## src/rtl/output_memory_manager.sv

```systemverilog
// Collects groups of four 16-bit lane results and writes them one word per cycle
// into the shared 512x16 vector memory, flagging layer_done after RESULT_COUNT words.
module output_memory_manager #(
  parameter logic [8:0] BASE_ADDRESS = 9'h100,
  parameter int         RESULT_COUNT = 144
) (
  input  logic        clock,
  input  logic        clear_n,
  input  logic        en,
  input  logic        results_valid,
  input  logic [15:0] r0_element,
  input  logic [15:0] r1_element,
  input  logic [15:0] r2_element,
  input  logic [15:0] r3_element,
  output logic        results_ready,
  output logic [8:0]  vector_memory_address,
  output logic        memory_enable,
  output logic        memory_write,
  output logic [15:0] vector_write_element,
  output logic        layer_done,
  output logic [1:0]  fsm_state
);

  localparam logic [1:0] IDLE  = 2'd0;
  localparam logic [1:0] WRITE = 2'd1;
  localparam logic [1:0] DONE  = 2'd2;

  localparam logic [9:0] LAST_COUNT = 10'(RESULT_COUNT);

  logic [1:0]  state;
  logic [1:0]  lane;
  logic [8:0]  write_count;
  logic [15:0] buffer [4];
  logic        last_group;
  logic        accept;

  assign fsm_state  = state;
  assign last_group = ({1'b0, write_count} + 10'd1) == LAST_COUNT;

  // Handshake: a group transfers on a rising edge where results_valid && results_ready.
  // Ready never depends on valid; a new group is taken either from IDLE or on the
  // final word of the current group so that held-valid traffic streams without gaps.
  always_comb begin
    results_ready = 1'b0;
    case (state)
      IDLE:    results_ready = en && !layer_done;
      WRITE:   results_ready = en && (lane == 2'd3) && !last_group;
      default: results_ready = 1'b0;
    endcase
  end

  assign accept = results_valid && results_ready;

  always_ff @(posedge clock) begin
    if (!clear_n) begin
      state                 <= IDLE;
      lane                  <= 2'd0;
      write_count           <= 9'd0;
      for (int i = 0; i < 4; i++) buffer[i] <= 16'd0;
      memory_enable         <= 1'b0;
      memory_write          <= 1'b0;
      vector_memory_address <= 9'd0;
      vector_write_element  <= 16'd0;
      layer_done            <= 1'b0;
    end else begin
      memory_enable <= 1'b0;
      memory_write  <= 1'b0;
      case (state)
        IDLE: begin
          if (accept) begin
            buffer[0] <= r0_element;
            buffer[1] <= r1_element;
            buffer[2] <= r2_element;
            buffer[3] <= r3_element;
            lane      <= 2'd0;
            state     <= WRITE;
          end
        end
        WRITE: begin
          if (en) begin
            memory_enable         <= 1'b1;
            memory_write          <= 1'b1;
            vector_memory_address <= BASE_ADDRESS + write_count;
            vector_write_element  <= buffer[lane];
            write_count           <= write_count + 9'd1;
            // lane wraps 3 -> 0, which is exactly the restart point for a reloaded group
            lane                  <= lane + 2'd1;
            if (lane == 2'd3) begin
              if (last_group) begin
                layer_done <= 1'b1;
                state      <= DONE;
              end else if (accept) begin
                buffer[0] <= r0_element;
                buffer[1] <= r1_element;
                buffer[2] <= r2_element;
                buffer[3] <= r3_element;
              end else begin
                state <= IDLE;
              end
            end
          end
        end
        DONE:    state <= DONE;
        default: state <= IDLE;
      endcase
    end
  end

endmodule

```

## config.mk

```make
export PLATFORM = sky130hd
export DESIGN_NAME = output_memory_manager
export DESIGN_NICKNAME = d
export VERILOG_FILES = /design/src/rtl/output_memory_manager.sv
export SDC_FILE = /design/constraint.sdc
export NUM_CORES = 1
export LEC_CHECK = 0
export ABC_CLOCK_PERIOD_IN_PS = 4150
export CAP_MARGIN = 20
export CORE_MARGIN = 2
export CORE_UTILIZATION = 34
export DETAILED_ROUTE_END_ITERATION = 8
export MAX_ROUTING_LAYER = met4
export SLEW_MARGIN = 20
export SYNTH_ARGS = -nofsm -noshare
export SYNTH_HDL_FRONTEND = slang
export SYNTH_SLANG_ARGS = --single-unit
```

## constraint.sdc

```tcl
create_clock -name clock -period 4.15 [get_ports clock]
set_input_delay 0.6225 -clock clock [delete_from_list [all_inputs] [get_ports clock]]
set_output_delay 0.6225 -clock clock [all_outputs]
set_load 0.005 [all_outputs]
```

==> flow_summary.json <==
{
  "drv_cap": 0,
  "status": "finished clean",
  "p_switching_mw": 0.537,
  "first_iter_violations": 268,
  "holdPathStages": 2,
  "synthTopCellsByArea": "edfxtp_1 (40%), dfxtp_1 (17%), nor4_1 (8.6%)",
  "post-route-period-util": 0.803,
  "reg2reg_depth": 7,
  "routed_wirelength_mm": 10.7,
  "grt_overflow": 0,
  "root_buffer": "clkbuf_16",
  "dp_hpwl_mm": 7.70,
  "cts_buffers": 9,
  "grt_pass1_vias": 3429,
  "path_clk_slew_ns": 0.07,
  "synth_area_um2": 4790,
  "internal-power_mw": 1.76,
  "arrival_ns": 2.71,
  "power_density_nw_per_um2": 364,
  "placement_rows": 43,
  "start_kind": "flip-flop",
  "clock_sinks": 104,
  "yosysWarnings": 0,
  "drc": 0,
  "ant_nets": 0,
  "required_ns": 3.53,
  "setup_viol": 0,
  "ctsResizeCount": 0,
  "r2r_start": "write_count[0]",
  "hp-class": "reg -> reg",
  "yosysSeqAreaShare": 0.568,
  "worstMarginPinSlew_ns": 0.722,
  "synth_top_area_cell": "edfxtp_1",
  "irDropWorstVdd_mv": 0.204,
  "tritoncts": "yes",
  "crit_fanout": 7,
  "antenna_found_initial": 0,
  "io_buffers": 98,
  "h-tree-depth": 3,
  "nFillCells": 1251,
  "area_growth_pct": 31.9,
  "place_ws_ns": 0.897,
  "period_needed_ns": 3.33,
  "drive_gt1_frac": 0.102,
  "finalNonFillerCells": 710,
  "endpoint": "results_ready",
  "grt_util_all_layers": 0.156,
  "hold_violations": 0,
  "synth_edf_count": 64,
  "layout_common_cells": "clkdlybuf4s50_1 (98), inv_1 (66), nor4_1 (66)",
  "die-area_um2": 15100,
  "worstSetupEndpointType": "output port",
  "grt_start_max_net_pins": 65,
  "fin_worst_skew_ns": 0.00763,
  "syn_nets": 509,
  "synth_seq_cells": 104,
  "postSynthCellCount": 439,
  "gp_congestion": 0.837,
  "vias_per_cell": 4.84,
  "die_x_um": 123,
  "core_area_um2": 13800,
  "crit_start": "write_count[0]",
  "rsz0062_at_grt": "false",
  "io_pins": 99,
  "initial_utilization": 0.347,
  "layout_commonest_cell": "clkdlybuf4s50_1",
  "power.share.sequential": 0.510,
  "timing.slew.headroom": 0.517,
  "async_flop_share": 0,
  "clk_path_buf_depth": 2,
  "dpl.cell_count": 694,
  "power_frac_comb": 0.109,
  "cts_setup_buffers": 0,
  "rr_endpoint": "buffer[1][14]",
  "chipHeight_um": 123,
  "pwr-share-clk": 0.382,
  "vias": 3435,
  "grt_pass1_wl_mm": 17.3,
  "synth_flop_cell": "edfxtp_1",
  "fin_tns_setup_ns": 0,
  "p_sw_frac": 0.234,
  "syn_area_per_cell_um2": 10.9,
  "dr.pass1.iters": 4,
  "synth_cell_types": 38,
  "reg2reg_slack_ns": 1.23,
  "worstSetupPathType": "reg -> out",
  "nets": 595,
  "final-max-slew-violation-count": 0,
  "setup_ws_ns": 0.816,
  "n_antenna_cell": 0,
  "synth_top_area_share": 0.401,
  "drt-wirelength-per-cell_um": 15.1,
  "ctsHoldBuffers": 0,
  "leakagePower_nw": 2.30,
  "clkLatencyLatePin_ns": 0.34,
  "max_freq_ghz": 0.300
}
cell usage after synthesis (all sizes together), types with 2 or more instances:
cell / number
xnor2: 5
dfxtp: 40
mux4: 16
nor4: 66
inv: 66
edfxtp: 64
nor3b: 2
nor2: 3
o31ai: 6
a2111oi: 2
ha: 2
a21oi: 3
and2: 11
xor2: 2
nand2: 60
buf: 13
clkbuf: 24
nand3: 4
nand4: 2
a21boi: 27
o21ai: 3
nor2b: 5
nand3b: 2
layer usage:
layer	wire length, um	global-route usage
met2	5060	0.245
met3	466	0.0283
met4	225	0.0560
met1	4950	0.201
met5	0	-
layout make-up:
type | instances | area, um^2 | area share
clock buffers | 9 | 225 | 0.0356
clock inverters | 7 | 85.1 | 0.0135
inverters | 66 | 248 | 0.0392
multi-input cells | 232 | 1730 | 0.274
flip-flops and latches | 104 | 2720 | 0.431
well taps | 180 | 225 | 0.0356
repair buffers | 112 | 1090 | 0.172
worst max-delay path, stage by stage (launching register included):
cell             delay (ns)
dfxtp_1                0.45
ha_1                   0.23
nand2_1                0.09
or4b_1                 0.58
a2111oi_4              0.44
nor2_1                 0.13
clkdlybuf4s50_1        0.46
flip-flops by register name, indices dropped and copies added, names as in the netlist:
name and count:
layer_done 1, fsm_state 2, memory_write 1, vector_memory_address 9
vector_write_element 16, lane 2, buffer 64, write_count 9
worst min path at each step:
stage / endpoint / from / slack [ns]
after CTS: vector_write_element[4] / vector_write_element[4] / 0.47
after floorplan: vector_write_element[11] / vector_write_element[11] / 0.46
after global routing: vector_write_element[8] / vector_write_element[8] / 0.49
after global placement: vector_memory_address[3] / vector_memory_address[3] / 0.45
after detailed placement: vector_write_element[4] / vector_write_element[4] / 0.46
final: vector_write_element[4] / vector_write_element[4] / 0.46
metrics by stage:
stage	area (um^2)	util	power, mW	hold WS (ns)
after detailed placement	6010	0.434	1.45	0.460
after global routing	6320	0.457	2.39	0.491
after floorplan	4790	-	1.31	0.460
final	6320	0.457	2.30	0.463
after CTS	6320	0.457	2.32	0.470
after global placement	6010	0.434	1.44	0.454
power by group through the flow:
stage / combinational [mW] / clock [mW] / sequential, mW
after floorplan: 0.124 / 0 / 1.19
after global placement: 0.248 / 0 / 1.19
after detailed placement: 0.252 / 0 / 1.19
after CTS: 0.253 / 0.897 / 1.17
after global routing: 0.274 / 0.939 / 1.18
final: 0.250 / 0.878 / 1.17
logic make-up (layout without fill, tap and decap cells):
group                      count (synthesis)  count (layout)  share of synthesized area
adders and majority gates                  2               2                    0.00522
and+or+nand+nor                          164             164                      0.184
buffers and inverters                    103             194                     0.0856
AOI/OAI and AO/OA                         43              43                     0.0689
DFF                                      104             104                      0.568
xor gates and xnor gates                   7               7                     0.0128
muxes                                     16              16                     0.0752
Note: power is estimated with default switching activity, not from simulation.
==> RTL change (config.mk and constraints unchanged) <==
Change the parameter `RESULT_COUNT` from 144 to 128.
--- a/src/rtl/output_memory_manager.sv
+++ b/src/rtl/output_memory_manager.sv
@@ -4,3 +4,3 @@
   parameter logic [8:0] BASE_ADDRESS = 9'h100,
-  parameter int         RESULT_COUNT = 144
+  parameter int         RESULT_COUNT = 128
 ) (
Behaviour: no difference found for any inputs over 4 cycles, from zero or initial values; that may be too few to reach the edited logic, so the function may still have changed.
==> RTL change against the unedited design <==
Via count shrank 2.2%; power down 2.0%; sequential cell count is the same; sequential share of layout area up 1.3 points; count of clock-buffer cells in the layout stayed put; synthesized area down 2.5%; hold slack lost 0.0019 ns; design area is 2.8% lower; clock skew up 0.0027 ns; wire length rose by 0.36%; global-route usage decreased by 0.091 points; setup slack gained 0.057 ns; critical path type is now in2out.
==> RTL change: results (changes against the unedited design) <==
OUTCOME='finished clean'
DRTPASS1ITERATIONS=6  # +2
INSTANCES_NO_FILL=698  # -1.7%
CELL_INTERNAL_POWER_mW=1.71  # -3.1%
WORST_HOLD_PATH.ENDPOINT='vector_memory_address[6]$_SDFFE_PN0P_'
HOLD-WORST-SLACK_NS=0.461  # -0.00190 ns
POST_SYNTH.CELL_AREA_AVG_UM2=10.7  # -1.8%
YOSYS-TOP-CELLS-AREA='edfxtp_1 41%, dfxtp_1 17%, nand2_1 9.9%'
MIN_FROM='vector_memory_address[6]$_SDFFE_PN0P_'
CRITPATHSLOWESTCELL='clkdlybuf4s50_1'
PLACE_WS_NS=0.850  # -0.0471 ns
FRACTION_OF_SYNTHESIZED_CELL_AREA_IN_XOR_AND_XNOR_CELLS_PCT=1.31  # +0.033 points
PATH_DELAY_FAMILY='buffers and inverters'
LARGEST_NET_DEGREE_AT_THE_START_OF_GLOBAL_ROUTING=66  # +1.5%
LAYOUT-DRIVE-GT1-SHARE_PCT=9.77  # -0.42 points
GRT_USE_TOTAL_PCT=15.5  # -0.091 points
CPPEAKSTAGEDELAY_NS=0.56  # -0.02 ns
GRT_PASS1_WL_MM=17.1  # -1.4%
SYNTH-SEQ-AREA-SHARE_PCT=58.3  # +1.4 points
TIGHTEST_SLEW_NS=0.915  # +0.193 ns
HPWL_MM=7.67  # -0.37%
SYNTH_COMPOUND_GATE_AREA_SHARE_PCT=6.32  # -0.57 points
WORST_CLOCK_SKEW_NS=0.0103  # +0.00269 ns
FILLCELLCOUNT=1259  # +0.64%
SYNTH_MUX_AREA_SHARE_PCT=7.71  # +0.19 points
PLACE.GP.CONGESTION=0.747  # -11%
SYNTHESIS.NETS=506  # -0.59%
CRIT_FANOUT=5  # -2
ADDER_AND_MAJORITY_GATE_PORTION_OF_THE_SYNTHESIZED_AREA_PCT=0.535  # +0.013 points
IR_WORST_VDD_mV=0.217  # +6.6%
PLACE_INST=682  # -1.7%
ROUTED_VIAS_INST=4.81  # -0.56%
REG2REG_SETUP_SLACK_NS=1.27  # +0.04 ns
-- RTL change: area by class of cell --
class / instances / area [um^2] / area share [%]
well taps: 176 / 220 / 3.59
clock inverters: 7 / 60.1 / 0.978
clock buffers: 9 / 225 / 3.67
repair buffers: 109 / 1060 / 17.3
flip-flops and latches: 104 / 2720 / 44.3
inverters: 3 / 11.3 / 0.183
multi-input cells: 290 / 1840 / 29.9
-- RTL change: power groups by stage --
stage	sequential (mW)	combinational, mW	clock (mW)
after global placement	1.20	0.258	0
after CTS	1.18	0.262	0.820
after floorplan	1.19	0.133	0
final	1.18	0.258	0.816
after detailed placement	1.20	0.261	0
after global routing	1.18	0.283	0.869
-- RTL change: routing by layer --
metal / share of wire [%] / track usage, % / vias to the layer above / routed length, um
met4: 1.5 / 4.17 / 0 / 159
met1: 47 / 21.1 / 1554 / 5090
met3: 4.4 / 2.87 / 13 / 473
li1: - / - / 1701 / -
met5: 0 / - / - / 0
met2: 47 / 23.9 / 90 / 5010
-- RTL change: how the worst max path moves through the flow --
| stage | to | cells after the start | from | slack [ns] |
|---|---|---|---|---|
| finish | results_ready | 6 | en | 0.87 |
| CTS | results_ready | 6 | en | 0.85 |
| global route | results_ready | 7 | lane[0]$_SDFFE_PN0P_ | 0.78 |
| detailed placement | buffer[1][4]$_SDFFCE_PP0P_ | 6 | en | 0.85 |
| global placement | buffer[1][8]$_SDFFCE_PP0P_ | 6 | en | 0.85 |
| floorplan | buffer[0][0]$_DFFE_PP_ | 5 | en | 1.19 |
-- RTL change: cell families after synthesis --
kind of cell               count (synthesis)
and+or+nand+nor                          224
DFF                                      104
AOI/OAI and AO/OA                         41
xor gates and xnor gates                   7
buffers and inverters                     42
muxes                                     16
adders and majority gates                  2
